**config.mk**
```make
export PLATFORM = sky130hd
export DESIGN_NAME = snake_game_sequencer
export DESIGN_NICKNAME = d
export VERILOG_FILES = /design/src/rtl/snake_pkg.sv /design/src/rtl/snake_target_gen.sv /design/src/rtl/snake_game_sequencer.sv
export SDC_FILE = /design/constraint.sdc
export NUM_CORES = 1
export LEC_CHECK = 0
export CAP_MARGIN = 10
export CORE_AREA = 2 2 89 91
export CTS_BUF_LIST = sky130_fd_sc_hd__clkbuf_8
export DETAILED_ROUTE_END_ITERATION = 10
export DIE_AREA = 0 0 91 93
export HOLD_SLACK_MARGIN = 0.1
export PLACE_DENSITY = 0.62
export SETUP_SLACK_MARGIN = 0.4
export SYNTH_ARGS = -nofsm -noshare
export SYNTH_HDL_FRONTEND = slang
export SYNTH_SLANG_ARGS = --single-unit
```
**constraint.sdc**
```tcl
create_clock -name CLK -period 2.5 [get_ports CLK]
set_input_delay 0.5 -clock CLK [delete_from_list [all_inputs] [get_ports CLK]]
set_output_delay 0.5 -clock CLK [all_outputs]
set_load 0.03 [all_outputs]
```
**src/rtl/snake_pkg.sv**
```systemverilog
// Shared encodings and constants for the snake game sequencer slice.
package snake_pkg;

  typedef enum logic [1:0] {
    ST_IDLE = 2'd0,
    ST_PLAY = 2'd1,
    ST_WIN  = 2'd2,
    ST_LOSE = 2'd3
  } state_e;

  typedef enum logic [1:0] {
    DIR_UP    = 2'd0,
    DIR_RIGHT = 2'd1,
    DIR_DOWN  = 2'd2,
    DIR_LEFT  = 2'd3
  } dir_e;

  localparam int unsigned GRID_MAX_X   = 159;
  localparam int unsigned GRID_MAX_Y   = 119;
  localparam logic [14:0] LFSR_SEED    = 15'h1ACE;
  localparam logic [7:0]  TARGET_H_RST = 8'd40;
  localparam logic [6:0]  TARGET_V_RST = 7'd30;

  // Opposite direction differs only in the MSB of the encoding.
  function automatic dir_e dir_opposite(input dir_e d);
    return dir_e'(d ^ 2'd2);
  endfunction

endpackage

```
**src/rtl/snake_target_gen.sv**
```systemverilog
// Target position generator: free-running 15-bit LFSR folded into the grid,
// captured into TARGET_H/V on a draw strobe.
module snake_target_gen
  import snake_pkg::*;
#(
  parameter int unsigned MAX_X = GRID_MAX_X,
  parameter int unsigned MAX_Y = GRID_MAX_Y
) (
  input  logic       clk_i,
  input  logic       reset_i,
  input  logic       draw_i,
  output logic [7:0] target_h_o,
  output logic [6:0] target_v_o
);

  logic [14:0] lfsr_q, lfsr_d;
  logic [7:0]  th_q, fold_h;
  logic [6:0]  tv_q, fold_v;

  // x^15 + x^14 + 1; never reaches zero from a nonzero seed.
  always_comb begin
    lfsr_d = {lfsr_q[13:0], lfsr_q[14] ^ lfsr_q[13]};
    fold_h = lfsr_q[7:0];
    if (fold_h > 8'(MAX_X)) fold_h = lfsr_q[7:0] - 8'(MAX_X + 1);
    fold_v = lfsr_q[14:8];
    if (fold_v > 7'(MAX_Y)) fold_v = lfsr_q[14:8] - 7'(MAX_Y + 1);
  end

  always_ff @(posedge clk_i) begin
    if (reset_i) begin
      lfsr_q <= LFSR_SEED;
      th_q   <= TARGET_H_RST;
      tv_q   <= TARGET_V_RST;
    end else begin
      lfsr_q <= lfsr_d;
      if (draw_i) begin
        th_q <= fold_h;
        tv_q <= fold_v;
      end
    end
  end

  assign target_h_o = th_q;
  assign target_v_o = tv_q;

endmodule

```
**src/rtl/snake_game_sequencer.sv**
```systemverilog
// Snake game master controller: game FSM, move tick, direction arbitration,
// scoring and target draws. Optional starvation timeout under SNAKE_TIMEOUT_EN.
module snake_game_sequencer
  import snake_pkg::*;
#(
  parameter int unsigned MOVE_PERIOD   = 4000000,
  parameter int unsigned WIN_SCORE     = 10,
  parameter int unsigned MAX_X         = GRID_MAX_X,
  parameter int unsigned MAX_Y         = GRID_MAX_Y,
  parameter int unsigned TIMEOUT_TICKS = 600
) (
  input  logic       CLK,
  input  logic       RESET,
  input  logic       BTN_U,
  input  logic       BTN_R,
  input  logic       BTN_D,
  input  logic       BTN_L,
  input  logic       REACHED,
  input  logic       SELF_HIT,
  output logic [1:0] M_STATE,
  output logic [1:0] DIR,
  output logic       MOVE_TICK,
  output logic [7:0] TARGET_H,
  output logic [6:0] TARGET_V,
  output logic [3:0] SCORE
);

  localparam int unsigned CNT_W = (MOVE_PERIOD > 1) ? $clog2(MOVE_PERIOD) : 1;

  state_e           state_q;
  dir_e             dir_q, pend_q, btn_dir;
  logic [3:0]       score_q;
  logic [CNT_W-1:0] cnt_q;
  logic             tick_q;
  logic             any_btn, btn_ok, last_eat, tick_wrap, draw, timeout_hit;

  assign any_btn   = BTN_U | BTN_R | BTN_D | BTN_L;
  assign tick_wrap = (cnt_q == CNT_W'(MOVE_PERIOD - 1));
  assign last_eat  = (score_q == 4'(WIN_SCORE - 1));

  always_comb begin
    btn_dir = DIR_LEFT;
    if (BTN_U)      btn_dir = DIR_UP;
    else if (BTN_R) btn_dir = DIR_RIGHT;
    else if (BTN_D) btn_dir = DIR_DOWN;
  end

  // Reversal check is always against the committed direction, even on a tick.
  assign btn_ok = any_btn && (btn_dir != dir_opposite(dir_q));

  assign draw = ((state_q == ST_IDLE) && any_btn) ||
                ((state_q == ST_PLAY) && REACHED && !SELF_HIT && !last_eat);

`ifdef SNAKE_TIMEOUT_EN
  logic [9:0] starve_q;

  assign timeout_hit = tick_q && (starve_q == 10'(TIMEOUT_TICKS - 1));

  always_ff @(posedge CLK) begin
    if (RESET || (state_q != ST_PLAY) || REACHED) starve_q <= '0;
    else if (tick_q)                              starve_q <= starve_q + 10'd1;
  end
`else
  assign timeout_hit = 1'b0;
`endif

  always_ff @(posedge CLK) begin
    if (RESET) begin
      state_q <= ST_IDLE;
      dir_q   <= DIR_UP;
      pend_q  <= DIR_UP;
      score_q <= '0;
      cnt_q   <= '0;
      tick_q  <= 1'b0;
    end else begin
      cnt_q  <= tick_wrap ? '0 : cnt_q + CNT_W'(1);
      tick_q <= tick_wrap;
      unique case (state_q)
        ST_IDLE: begin
          if (any_btn) begin
            state_q <= ST_PLAY;
            score_q <= '0;
            dir_q   <= DIR_UP;
            pend_q  <= DIR_UP;
          end
        end
        ST_PLAY: begin
          if (tick_q) dir_q  <= pend_q;
          if (btn_ok) pend_q <= btn_dir;
          if (SELF_HIT) begin
            state_q <= ST_LOSE;
          end else if (REACHED) begin
            score_q <= score_q + 4'd1;
            if (last_eat) state_q <= ST_WIN;
          end else if (timeout_hit) begin
            state_q <= ST_LOSE;
          end
        end
        ST_WIN, ST_LOSE: begin
          if (any_btn) state_q <= ST_IDLE;
        end
        default: state_q <= ST_IDLE;
      endcase
    end
  end

  snake_target_gen #(
    .MAX_X(MAX_X),
    .MAX_Y(MAX_Y)
  ) u_target (
    .clk_i     (CLK),
    .reset_i   (RESET),
    .draw_i    (draw),
    .target_h_o(TARGET_H),
    .target_v_o(TARGET_V)
  );

  assign M_STATE   = state_q;
  assign DIR       = dir_q;
  assign MOVE_TICK = tick_q;
  assign SCORE     = score_q;

endmodule

```
==> Yosys cells after proc, flatten, opt, wreduce, memory -nomap -nowiden <==
Index checks and enable logic that the tools add are counted.
W data, S select, Z words.
{ "word_totals": {"register_bits": 63} }
{ "classes": {"bitwise_logic": 5, "reduce_logical": 16, "n_addsub": 4, "n_eq_ne": 14, "order_cmp": 2, "muxes": 19} }
{ "op_table": {"columns": ["operator", "count"], "rows": [
  ["$add A22 B1 Y22 const B", 1],
  ["$eq A22 B22 Y1 const B", 1],
  ["$mux W2", 9],
  ["$mux W4", 3],
  ["$ne A2 B2 Y1 const B", 6],
  ["$gt A8 B8 Y1 const B", 1],
  ["$mux W8", 1],
  ["$pmux W2 S2", 2],
  ["$pmux W4 S2", 1],
  ["$reduce_and A4 Y1", 2],
  ["$sub A8 B8 Y8 const B", 1],
  ["$gt A7 B7 Y1 const B", 1],
  ["$mux W7", 1],
  ["$sub A7 B7 Y7 const B", 1],
  ["$ne A3 B3 Y1 const B", 2],
  ["$pmux W2 S3", 1],
  ["$reduce_and A3 Y1", 2],
  ["$logic_and A1 B1 Y1", 5],
  ["$add A4 B1 Y4 const B", 1],
  ["$eq A2 B2 Y1 const B", 2],
  ["$eq A4 B4 Y1 const B", 1],
  ["$reduce_or A2 Y1", 2],
  ["$or A1 B1 Y1", 3],
  ["$eq A2 B1 Y1 const B", 1],
  ["8 further kinds", 9]
]} }

==> Depth between registers and ports, before layout <==
Gate-level depths: netlist of run 1.
{ "depth": {"ltp_word": 7, "mapped_depth": 7} }

==> Cells and area by module <==
Synthesis of run 1 repeated with hierarchy kept, for this count alone.
{ "unflattened": {"hier_cells": 297, "hier_area_um2": 2703.8} }
{ "modules_own_cells": {"columns": ["module", "area_per_inst_um2", "cells_each", "instances"], "rows": [
  ["snake_game_sequencer", 1600.3, 190, 1],
  ["snake_target_gen", 1103.6, 107, 1]
]} }

==> Least setup slack after synthesis of run 1 <==
No wires, ideal clock.
{ "synth_timing": {"kind": "input port to flip-flop", "start": "in BTN_D", "end": "reg u_target.tv_q[4] (netlist: u_target.target_v_o[4])", "t_required_ns": 2.378, "arrival_ns": 1.764, "n_path_buf": 0, "path_stages": 4, "slack_ns": 0.614, "path_cell_list": "nor4_1 > o32a_2 > a2111oi_0 > a311o_1"} }
{ "synth_via": {"elab_chain_cells": 4} }
{ "synth_rtl": {"columns": ["item", "line_no", "source"], "rows": [
  ["from (decl)", "snake_game_sequencer.sv:16", "input logic BTN_D,"],
  ["$or A1 B1 Y1 (2 in series)", "snake_game_sequencer.sv:37", "assign any_btn = BTN_U | BTN_R | BTN_D | BTN_L;"],
  ["$logic_and A1 B1 Y1", "snake_game_sequencer.sv:51", "assign draw = ((state_q == ST_IDLE) && any_btn) ||"],
  ["$logic_or A1 B1 Y1", "snake_game_sequencer.sv:51", null],
  ["to (signal assigned)", "snake_target_gen.sv:38", "tv_q <= fold_v;"],
  ["to (decl)", "snake_target_gen.sv:18", "logic [6:0] tv_q, fold_v;"]
]} }
No other way between the ends.
A chain may end at the register's enable or synchronous reset.

==> Final worst setup path of run 1 <==
{ "layout_timing": {"start": "reg score_q[0] (netlist: SCORE[0])", "end": "out SCORE[0]"} }
{ "layout_lines": {"columns": ["item", "line_no", "source"], "rows": [
  ["from (decl)", "snake_game_sequencer.sv:32", "logic [3:0] score_q;"],
  ["from (signal assigned)", "snake_game_sequencer.sv:93", "score_q <= score_q + 4'd1;"],
  ["to (decl)", "snake_game_sequencer.sv:25", "output logic [3:0] SCORE"]
]} }
No word-level cell between the ends.

==> reports/qor.yml, run 1 <==
outcome: "finished, final reports clean"
num_antenna_cells: 0
pwr-share-clk_pct: 39.6
worstReg2RegEnd: "cnt_q[21]"
core_sq_um: 7530
critPathRequiredTime_ns: 2.00
drv_slew: 0
met3_usage_pct: 3.30
slew_headroom_pct: 68.4
multi_input_area_sq_um: 1370
drc_errors: 0
first_pass_iters: 4
fin_crit_sh_pct: 78.5
crit_type: "flip-flop to output pin"
antenna_found_initial: 0
netlist_area_sq_um: 2700
io_buffers: 31
synthAdderAreaFrac_pct: 3.24
fmax_mhz: 509
synth_xor_xnor_area_share_pct: 5.84
endpoint_kind: "output pin"
worstSkewPairLatency_ns: 0.34
num_rows: 32
grt_max_degree: 31
p_leak_nw: 1.23
critPathBufInv: 1
worstMarginPinSlew_ns: 0.470
synth-seq-cells: 63
numCtsBuffers: 9
wl_per_cell_microns: 12.4
dpl.hpwl_mm: 3.69
p_sw_mw: 0.598
met1_usage_pct: 16.7
synth_mux_area_share_pct: 0
ys_seq_area_share_pct: 46.7
fp.dieW_microns: 91
intPower_mw: 1.62
synth.distinct_cells: 47
finalSetupViolCount: 0
worstSetupPathDepth: 1
fill_cells: 783
peakVddDrop_v: 0.000235
start_kind: "flip-flop"
synth_nets: 319
r2r_start: "cnt_q[8]"
setup_tns_ns: 0
place.gp.congestion: 0.831
rsz0062_at_grt: "false"
gr-usage-met2_pct: 22.9
grt_busiest_layer: "met2"
postSynthAreaPerCell_sq_um: 8.89
grt_pass1_wl_mm: 9.51
grt_pass1_vias: 2117
cts_root_buf: "clkbuf_8"
crit_path_max_fanout: 6
dieHeight_microns: 93
register_area_sq_um: 1260
initialDrtViolationCount: 62
async_flop_share_pct: 0
grt_usage_pct: 13.8
critPathTopFamily: "buffers and inverters"
clk_pin_slew_worst_paths_ns: 0.08
p_comb_share_pct: 11.4
ant_nets: 0
wl_mm: 5.53
synth-simple-area-share_pct: 29.1
power-per-cell-area_nw_per_um2: 667
ys.flop_type: "dfxtp_1"
min_path_type: "flip-flop to flip-flop"
placed_cell_area_sq_um: 3140
p_seq_share_pct: 49.0
maxCapViolCount: 0
initial_core_util_pct: 35.9
r2r_cells: 4
fin_skew_ns: 0.00858
synth_compound_area_share_pct: 12.2
worstPathArrival_ns: 1.46
cts.path.max_buffers: 2
drive_gt1_share_pct: 11.0
period_needed_ns: 1.96
htree_levels: 3
cts_tree: "done"
vias_per_cell: 5.12
num_io_pins: 32
grt-ovfl-total: 0
worst_path_max_delay_cell: "clkdlybuf4s50_1"
synth_top_family_by_area: "simple AND/OR/NAND/NOR gates"
hold_slack_ns: 0.437
area_growth_pct: 23.3
num_vias: 2289
crit_path_end: "SCORE[0]"
stdcell_area_sq_um: 3330
yosys_warnings: 0
cts_sinks: 63
postCtsSetupBuffers: 0
crit_start: "SCORE[0]"
max_stage_delay_ns: 0.70
synthCells: 304
synth_edf_count: 0
sw_frac_of_total_pct: 26.9
path_cells: "clkdlybuf4s50_1"
die_area_sq_um: 8460
layout.nets: 355
hold_violations: 0
r2r_slack_ns: 0.59
## state kept, by name, summed over array words and instances, names as in the netlist
name	cells
SCORE	4
pend_q	2
u_target.target_h_o	8
DIR	2
MOVE_TICK	1
u_target.target_v_o	7
u_target.lfsr_q	15
cnt_q	22
M_STATE	2
## through the flow
stage	power, mW	util (%)	setup WS [ns]	instances
global placement	1.36	41.7	0.262	431
floorplan	1.27	-	0.614	304
finish	2.22	44.2	0.537	447
detailed placement	1.37	41.7	0.212	431
CTS	2.25	44.2	0.480	447
global route	2.33	44.2	0.425	447
## routing by layer
metal / up-vias / share of wire, %
met2: 65 / 46
met4: 0 / 2.3
met1: 1060 / 46
met3: 15 / 5.1
met5: - / 0
li1: 1149 / -
## power groups by stage
stage	clock [mW]	combinational [mW]	sequential (mW)
finish	0.880	0.253	1.09
global route	0.952	0.280	1.10
CTS	0.905	0.256	1.09
detailed placement	0	0.256	1.11
global placement	0	0.254	1.11
floorplan	0	0.118	1.15
## synth_stat cells (2+ instances only)
library cell | number | area [sq um]
dfxtp_1 | 63 | 1260
nand2_1 | 34 | 128
nor2_1 | 27 | 101
a21oi_1 | 23 | 115
nand3_1 | 15 | 75.1
or2_2 | 9 | 56.3
xnor2_1 | 9 | 78.8
xor2_1 | 9 | 78.8
clkbuf_1 | 8 | 30.0
nor2b_1 | 8 | 50.1
o21ai_0 | 8 | 40.0
ha_1 | 7 | 87.6
nor3_1 | 7 | 35.0
and3_1 | 6 | 37.5
inv_1 | 6 | 22.5
nand3b_1 | 5 | 37.5
nand4_1 | 5 | 31.3
or3_1 | 5 | 31.3
nand2b_1 | 4 | 25.0
nor4_1 | 4 | 25.0
or4_1 | 4 | 30.0
a21o_1 | 3 | 22.5
buf_2 | 3 | 15.0
nor4b_1 | 3 | 26.3
a2111oi_0 | 2 | 17.5
a211oi_1 | 2 | 15.0
a41o_1 | 2 | 20.0
and4_1 | 2 | 17.5
o211ai_1 | 2 | 15.0
o31ai_1 | 2 | 15.0
## placed cells by master, fill, tap and decap left out, types with 8 or more instances in the layout
master            n
clkdlybuf4s50_1  29
nor2_1           27
xnor2_1           9
nand3_1          15
dfxtp_1          63
clkbuf_8          9
nand2_1          34
or2_2             9
xor2_1            9
o21ai_0           8
nor2b_1           8
a21oi_1          23
## kinds of logic after synthesis
logic type | count (synthesis)
fa+ha+maj | 7
compound gates | 52
flops | 63
buf+inv | 18
xor+xnor | 18
simple gates | 146
## worst min path at each step
| stage | startpoint | endpoint | slack [ns] | cells after the start |
|---|---|---|---|---|
| after global placement | u_target.lfsr_q[0] | u_target.lfsr_q[1] | 0.43 | 1 |
| after global routing | u_target.lfsr_q[1] | u_target.target_h_o[1] | 0.46 | 2 |
| after floorplan | u_target.lfsr_q[0] | u_target.lfsr_q[1] | 0.42 | 1 |
| after CTS | u_target.lfsr_q[1] | u_target.lfsr_q[2] | 0.44 | 1 |
| after detailed placement | u_target.lfsr_q[1] | u_target.lfsr_q[2] | 0.43 | 1 |
| final | u_target.lfsr_q[1] | u_target.lfsr_q[2] | 0.44 | 1 |
## cell type report
type / count / area share, %
multi-input combinational: 223 / 41.1
sequential: 63 / 37.9
clock inverter: 7 / 2.18
tap: 102 / 3.83
inverter: 6 / 0.676
clock buffer: 9 / 3.72
timing repair buffer: 37 / 10.6
## what timing repair did
action                                  4_1_cts  5_1_grt
gates resized for setup                       2        1
pin swaps                                     0        0
hold buffers                                  0        0
endpoints found under the setup margin        2       20
Note: power is estimated with default switching activity, not from simulation.
==> inputs of run 2 (changes only) <==
Settings changed: PLACE_DENSITY 0.62 to 0.64.
Clock period 2.5 ns to 1.6 ns, I/O delays scaled along.
==> run 2 against run 1 <==
First-iteration DRC count down 11%. Largest cell class unchanged. Clock skew down 0.00076 ns. Die area unchanged. Clock power up 58%. Hold slack better by 0.020 ns. Count of clock-buffer cells in the layout up 1.
==> reports/qor.yml, run 2 (synthesis results as in run 1) <==
cts_sinks: 63
endpoint_kind: "flip-flop"
drive_gt1_share_pct: 58.2
worstSkewPairLatency_ns: 0.34
p_comb_share_pct: 17.7
cts_tree: "done"
hold_slack_ns: 0.457
initialDrtViolationCount: 55
wl_mm: 7.27
antenna_found_initial: 0
ant_nets: 0
maxCapViolCount: 0
largest_reg_flops: 22
cts_root_buf: "clkbuf_8"
fin_skew_ns: 0.00782
start_kind: "flip-flop"
placed_cell_area_sq_um: 3590
fp.dieW_microns: 91
fin_crit_sh_pct: 99.2
core_sq_um: 7530
finalSetupViolCount: 0
stdcell_area_sq_um: 4500
p_sw_mw: 1.03
area_growth_pct: 66.7
drv_slew: 0
worstMarginPinSlew_ns: 0.430
r2r_cells: 4
grt_max_degree: 12
crit_type: "flip-flop to flip-flop"
pwr-share-clk_pct: 36.8
p_leak_nw: 1.77
grt_pass1_vias: 2573
slew_headroom_pct: 71.1
initial_core_util_pct: 35.9
grt-ovfl-total: 0
num_antenna_cells: 0
numCtsBuffers: 9
grt_pass1_wl_mm: 11.4
intPower_mw: 2.73
crit_path_max_fanout: 7
dieHeight_microns: 93
holdPathStages: 2
power-per-cell-area_nw_per_um2: 835
first_pass_iters: 4
outcome: "finished, final reports clean"
cts.path.max_buffers: 2
period_needed_ns: 1.59
p_seq_share_pct: 45.5
critPathRequiredTime_ns: 1.88
die_area_sq_um: 8460
layout_common_cells: "buf_6, buf_4, dfxtp_1"
layout.nets: 421
htree_levels: 3
place.gp.congestion: 0.825
peakVddDrop_v: 0.000511
fmax_mhz: 630
wl_per_cell_microns: 14.2
num_vias: 2562
top_register: "cnt_q"
io_buffers: 31
grt_usage_pct: 16.8
sw_frac_of_total_pct: 27.5
num_rows: 32
dpl.hpwl_mm: 4.46
worstPathArrival_ns: 1.86
hold_violations: 0
vias_per_cell: 4.99
min_path_type: "flip-flop to flip-flop"
num_io_pins: 32
drc_errors: 0
rsz0062_at_grt: "true"
clk_pin_slew_worst_paths_ns: 0.07
layout_commonest_cell: "buf_6"
run 2: cell types whose count changed in the layout (fill, tap and decap cells not counted), sizes merged:
cell / change
dlygate4sd2: +2
clkdlybuf4s15: +2
buf: +91
clkdlybuf4s50: -29
clkinvlp: -1
clkbuf: +1
run 2: final timing paths:
path	start	endpoint	slack [ns]
min	u_target.lfsr_q[0]	u_target.target_h_o[0]	0.46
min reg2reg	u_target.lfsr_q[0]	u_target.target_h_o[0]	0.46
max reg2reg	cnt_q[0]	cnt_q[17]	0.01
max	cnt_q[0]	cnt_q[17]	0.01
run 2: power groups by stage:
| stage | registers (mW) | clock network [mW] | logic (mW) |
|---|---|---|---|
| 2_1_floorplan | 1.79 | 0 | 0.230 |
| 3_3_place_gp | 1.73 | 0 | 0.469 |
| 3_5_place_dp | 1.73 | 0 | 0.475 |
| 4_1_cts | 1.69 | 1.41 | 0.562 |
| 5_1_grt | 1.72 | 1.49 | 0.711 |
| 6_report | 1.71 | 1.39 | 0.664 |
run 2: final cells by class:
cell class                      instances  area [sq um]
Clock inverter                          6          58.8
Inverter                                6          25.0
Sequential cell                        63          1340
Fill cell                             645          3020
Multi-Input combinational cell        223          1820
Clock buffer                           10           138
Tap cell                              102           128
Timing Repair Buffer                  103           995
run 2: critical path, stage by stage (launching register included):
cell and delay (ns):
dfxtp_4 0.38, nand3_4 0.06, or4_4 0.58, or3_4 0.35, a21oi_2 0.13
run 2: metal layers:
layer | GRT usage [%] | wire [microns] | up-vias
li1 | - | - | 1282
met1 | 19.2 | 3130 | 1219
met3 | 5.40 | 258 | 16
met5 | 0 | 0 | -
met2 | 28.8 | 3760 | 45
met4 | 7.45 | 125 | 0
run 2: repair_timing:
item                       in CTS  in global routing
setup endpoints to repair      77                 69
gates cloned                    2                  0
gates resized for setup       205                110
hold buffers                    0                  0
setup buffers                  22                  8
pin swaps                      33                 25
run 2: stage by stage:
step / utilization, % / setup WS, ns / TNS [ns] / cells / power [mW]
floorplan: - / -0.0219 / -0.0656 / 304 / 2.02
global placement: 47.7 / -0.376 / -6.96 / 465 / 2.20
detailed placement: 47.7 / -0.420 / -7.80 / 465 / 2.21
CTS: 54.4 / 0.0131 / 0 / 505 / 3.66
global route: 59.8 / -0.0326 / -0.224 / 513 / 3.92
finish: 59.8 / 0.0122 / 0 / 513 / 3.76
==> inputs of run 3 (changes only) <==
Settings changed: PLACE_DENSITY 0.64 to 0.58.
==> run 3 against run 2 <==
The run now ends with negative setup slack left. Count of clock-buffer cells in the layout is 1 lower. First-iteration DRC count is 62% higher. Maximum frequency is 2.2% lower. Register-to-register slack worse by 0.04 ns. Utilization is 3.2 points higher. Sequential power hardly changed. Sequential share of layout area is 1.5 points lower. Critical path depth is 2 higher. Setup slack worse by 0.036 ns. Power is 3.7% higher. Highest routed layer unchanged.
==> reports/qor.yml, run 3 (synthesis results as in run 1) <==
power-per-cell-area_nw_per_um2: 821
layout.cells.non_filler: 521
grt_pass1_wl_mm: 12.3
r2r_slack_ns: -0.02
cts_hold_buffers: 0
area_growth_pct: 75.7
crit_path_max_fanout: 5
final_util_pct: 63.0
fmax_mhz: 616
grt_usage_pct: 18.1
grt-ovfl-total: 0
p_seq_share_pct: 43.7
drc_errors: 0
start_kind: "flip-flop"
cts.path.max_buffers: 2
worstSkewPairLatency_ns: 0.35
crit_path_end: "u_target.target_v_o[4]"
fp.dieW_microns: 91
path_cells: "inv_2 > ha_4 > and3b_2 > o32a_4 > a21o_1 > a311o_1"
peakVddDrop_v: 0.000536
critPathTopFamily: "compound AO/OA/AOI/OAI gates"
die_area_sq_um: 8460
p_comb_share_pct: 18.5
first_pass_iters: 4
period_needed_ns: 1.62
outcome: "finished, violations left"
layout_common_cells: "buf_4, buf_6, dfxtp_1"
grt_pass1_vias: 2556
slew_headroom_pct: 79.2
place.gp.congestion: 0.811
critPathRequiredTime_ns: 1.84
fin_skew_ns: 0.0110
cts_sinks: 63
intPower_mw: 2.74
layout_setup_ws_ns: -0.0235
p_leak_nw: 1.86
vias_per_cell: 5.08
core_sq_um: 7530
endpoint_kind: "flip-flop"
crit_type: "flip-flop to flip-flop"
wl_mm: 7.80
num_vias: 2646
rsz0062_at_grt: "true"
initial_core_util_pct: 35.9
wl_per_cell_microns: 15.0
htree_levels: 3
num_rows: 32
setup_tns_ns: -0.0295
hold_violations: 0
hold_slack_ns: 0.348
worstReg2RegEnd: "u_target.target_v_o[4]"
violations: "negative setup slack"
layout_commonest_cell: "buf_4"
maxCapViolCount: 0
pwr-share-clk_pct: 37.8
antenna_found_initial: 0
io_buffers: 31
drive_gt1_share_pct: 60.1
clk_pin_slew_worst_paths_ns: 0.09
worstMarginPinSlew_ns: 0.311
worst_path_max_delay_cell: "dfxtp_4"
finalSetupViolCount: 3
ant_nets: 0
critPathBufInv: 1
numCtsBuffers: 9
worstPathArrival_ns: 1.86
top_register: "cnt_q"
r2r_cells: 6
grt_max_degree: 21
min_path_type: "input pin to flip-flop"
p_sw_mw: 1.15
initialDrtViolationCount: 89
layout.nets: 429
drv_slew: 0
cts_root_buf: "clkbuf_8"
largest_reg_flops: 22
sw_frac_of_total_pct: 29.6
dp_cells: 465
worstSetupPathDepth: 6
crit_start: "SCORE[1]"
cts_tree: "done"
max_stage_delay_ns: 0.36
num_io_pins: 32
num_antenna_cells: 0
dpl.hpwl_mm: 4.34
fin_crit_sh_pct: 101
dieHeight_microns: 93
r2r_start: "SCORE[1]"
[run 3: cell types whose count changed in the layout (fill, tap and decap cells not counted), sizes merged]
cell and change:
buf +9, inv +4, clkinv -2, dlygate4sd2 -2
clkbuf -1, clkdlybuf4s15 -1, clkinvlp -1, dlymetal6s2s +1
o32ai +1
[run 3: final cells by class]
class	instances	area [sq um]
multi-input combinational	224	1930
clock buffer	9	124
fill	624	2780
sequential	63	1340
timing repair buffer	110	1120
tap	102	128
inverter	6	22.5
clock inverter	7	77.6
[run 3: timing repair]
item,in CTS,in global routing
cloned,3,0
gates resized for setup,220,110
buffers inserted,28,9
endpoints found under the setup margin,71,72
hold endpoints to repair,0,0
pin swaps,37,25
[run 3: power by group through the flow]
| stage | clock [mW] | combinational [mW] | sequential, mW |
|---|---|---|---|
| floorplan | 0 | 0.230 | 1.79 |
| CTS | 1.49 | 0.625 | 1.69 |
| global route | 1.58 | 0.770 | 1.71 |
| detailed placement | 0 | 0.483 | 1.73 |
| global placement | 0 | 0.476 | 1.73 |
| finish | 1.47 | 0.722 | 1.70 |
[run 3: metal layers]
layer  GRT usage (%)  part of all wire, %  vias to the layer above
met5               0                    0                        -
li1                -                    -                     1313
met2            28.8                   50                       43
met1            24.1                   46                     1278
met3            4.27                  3.1                       12
met4            6.94                  1.4                        0
[run 3: worst min path at each step]
| stage | start | to | slack, ns | cells after the start |
|---|---|---|---|---|
| detailed placement | u_target.lfsr_q[1] | u_target.lfsr_q[2] | 0.43 | 1 |
| floorplan | u_target.lfsr_q[0] | u_target.lfsr_q[1] | 0.42 | 1 |
| finish | RESET | cnt_q[6] | 0.35 | 2 |
| global route | RESET | cnt_q[2] | 0.36 | 2 |
| CTS | BTN_U | pend_q[0] | 0.40 | 4 |
| global placement | u_target.lfsr_q[1] | u_target.lfsr_q[2] | 0.42 | 1 |
[run 3: per-stage QoR]
stage	power, mW	worst slack [ns]	instance area [sq um]
after floorplan	2.02	-0.0219	2950
after global placement	2.20	-0.374	3600
after detailed placement	2.21	-0.402	3600
after CTS	3.81	0.0209	4330
after global routing	4.06	-0.0621	4750
final	3.90	-0.0235	4750
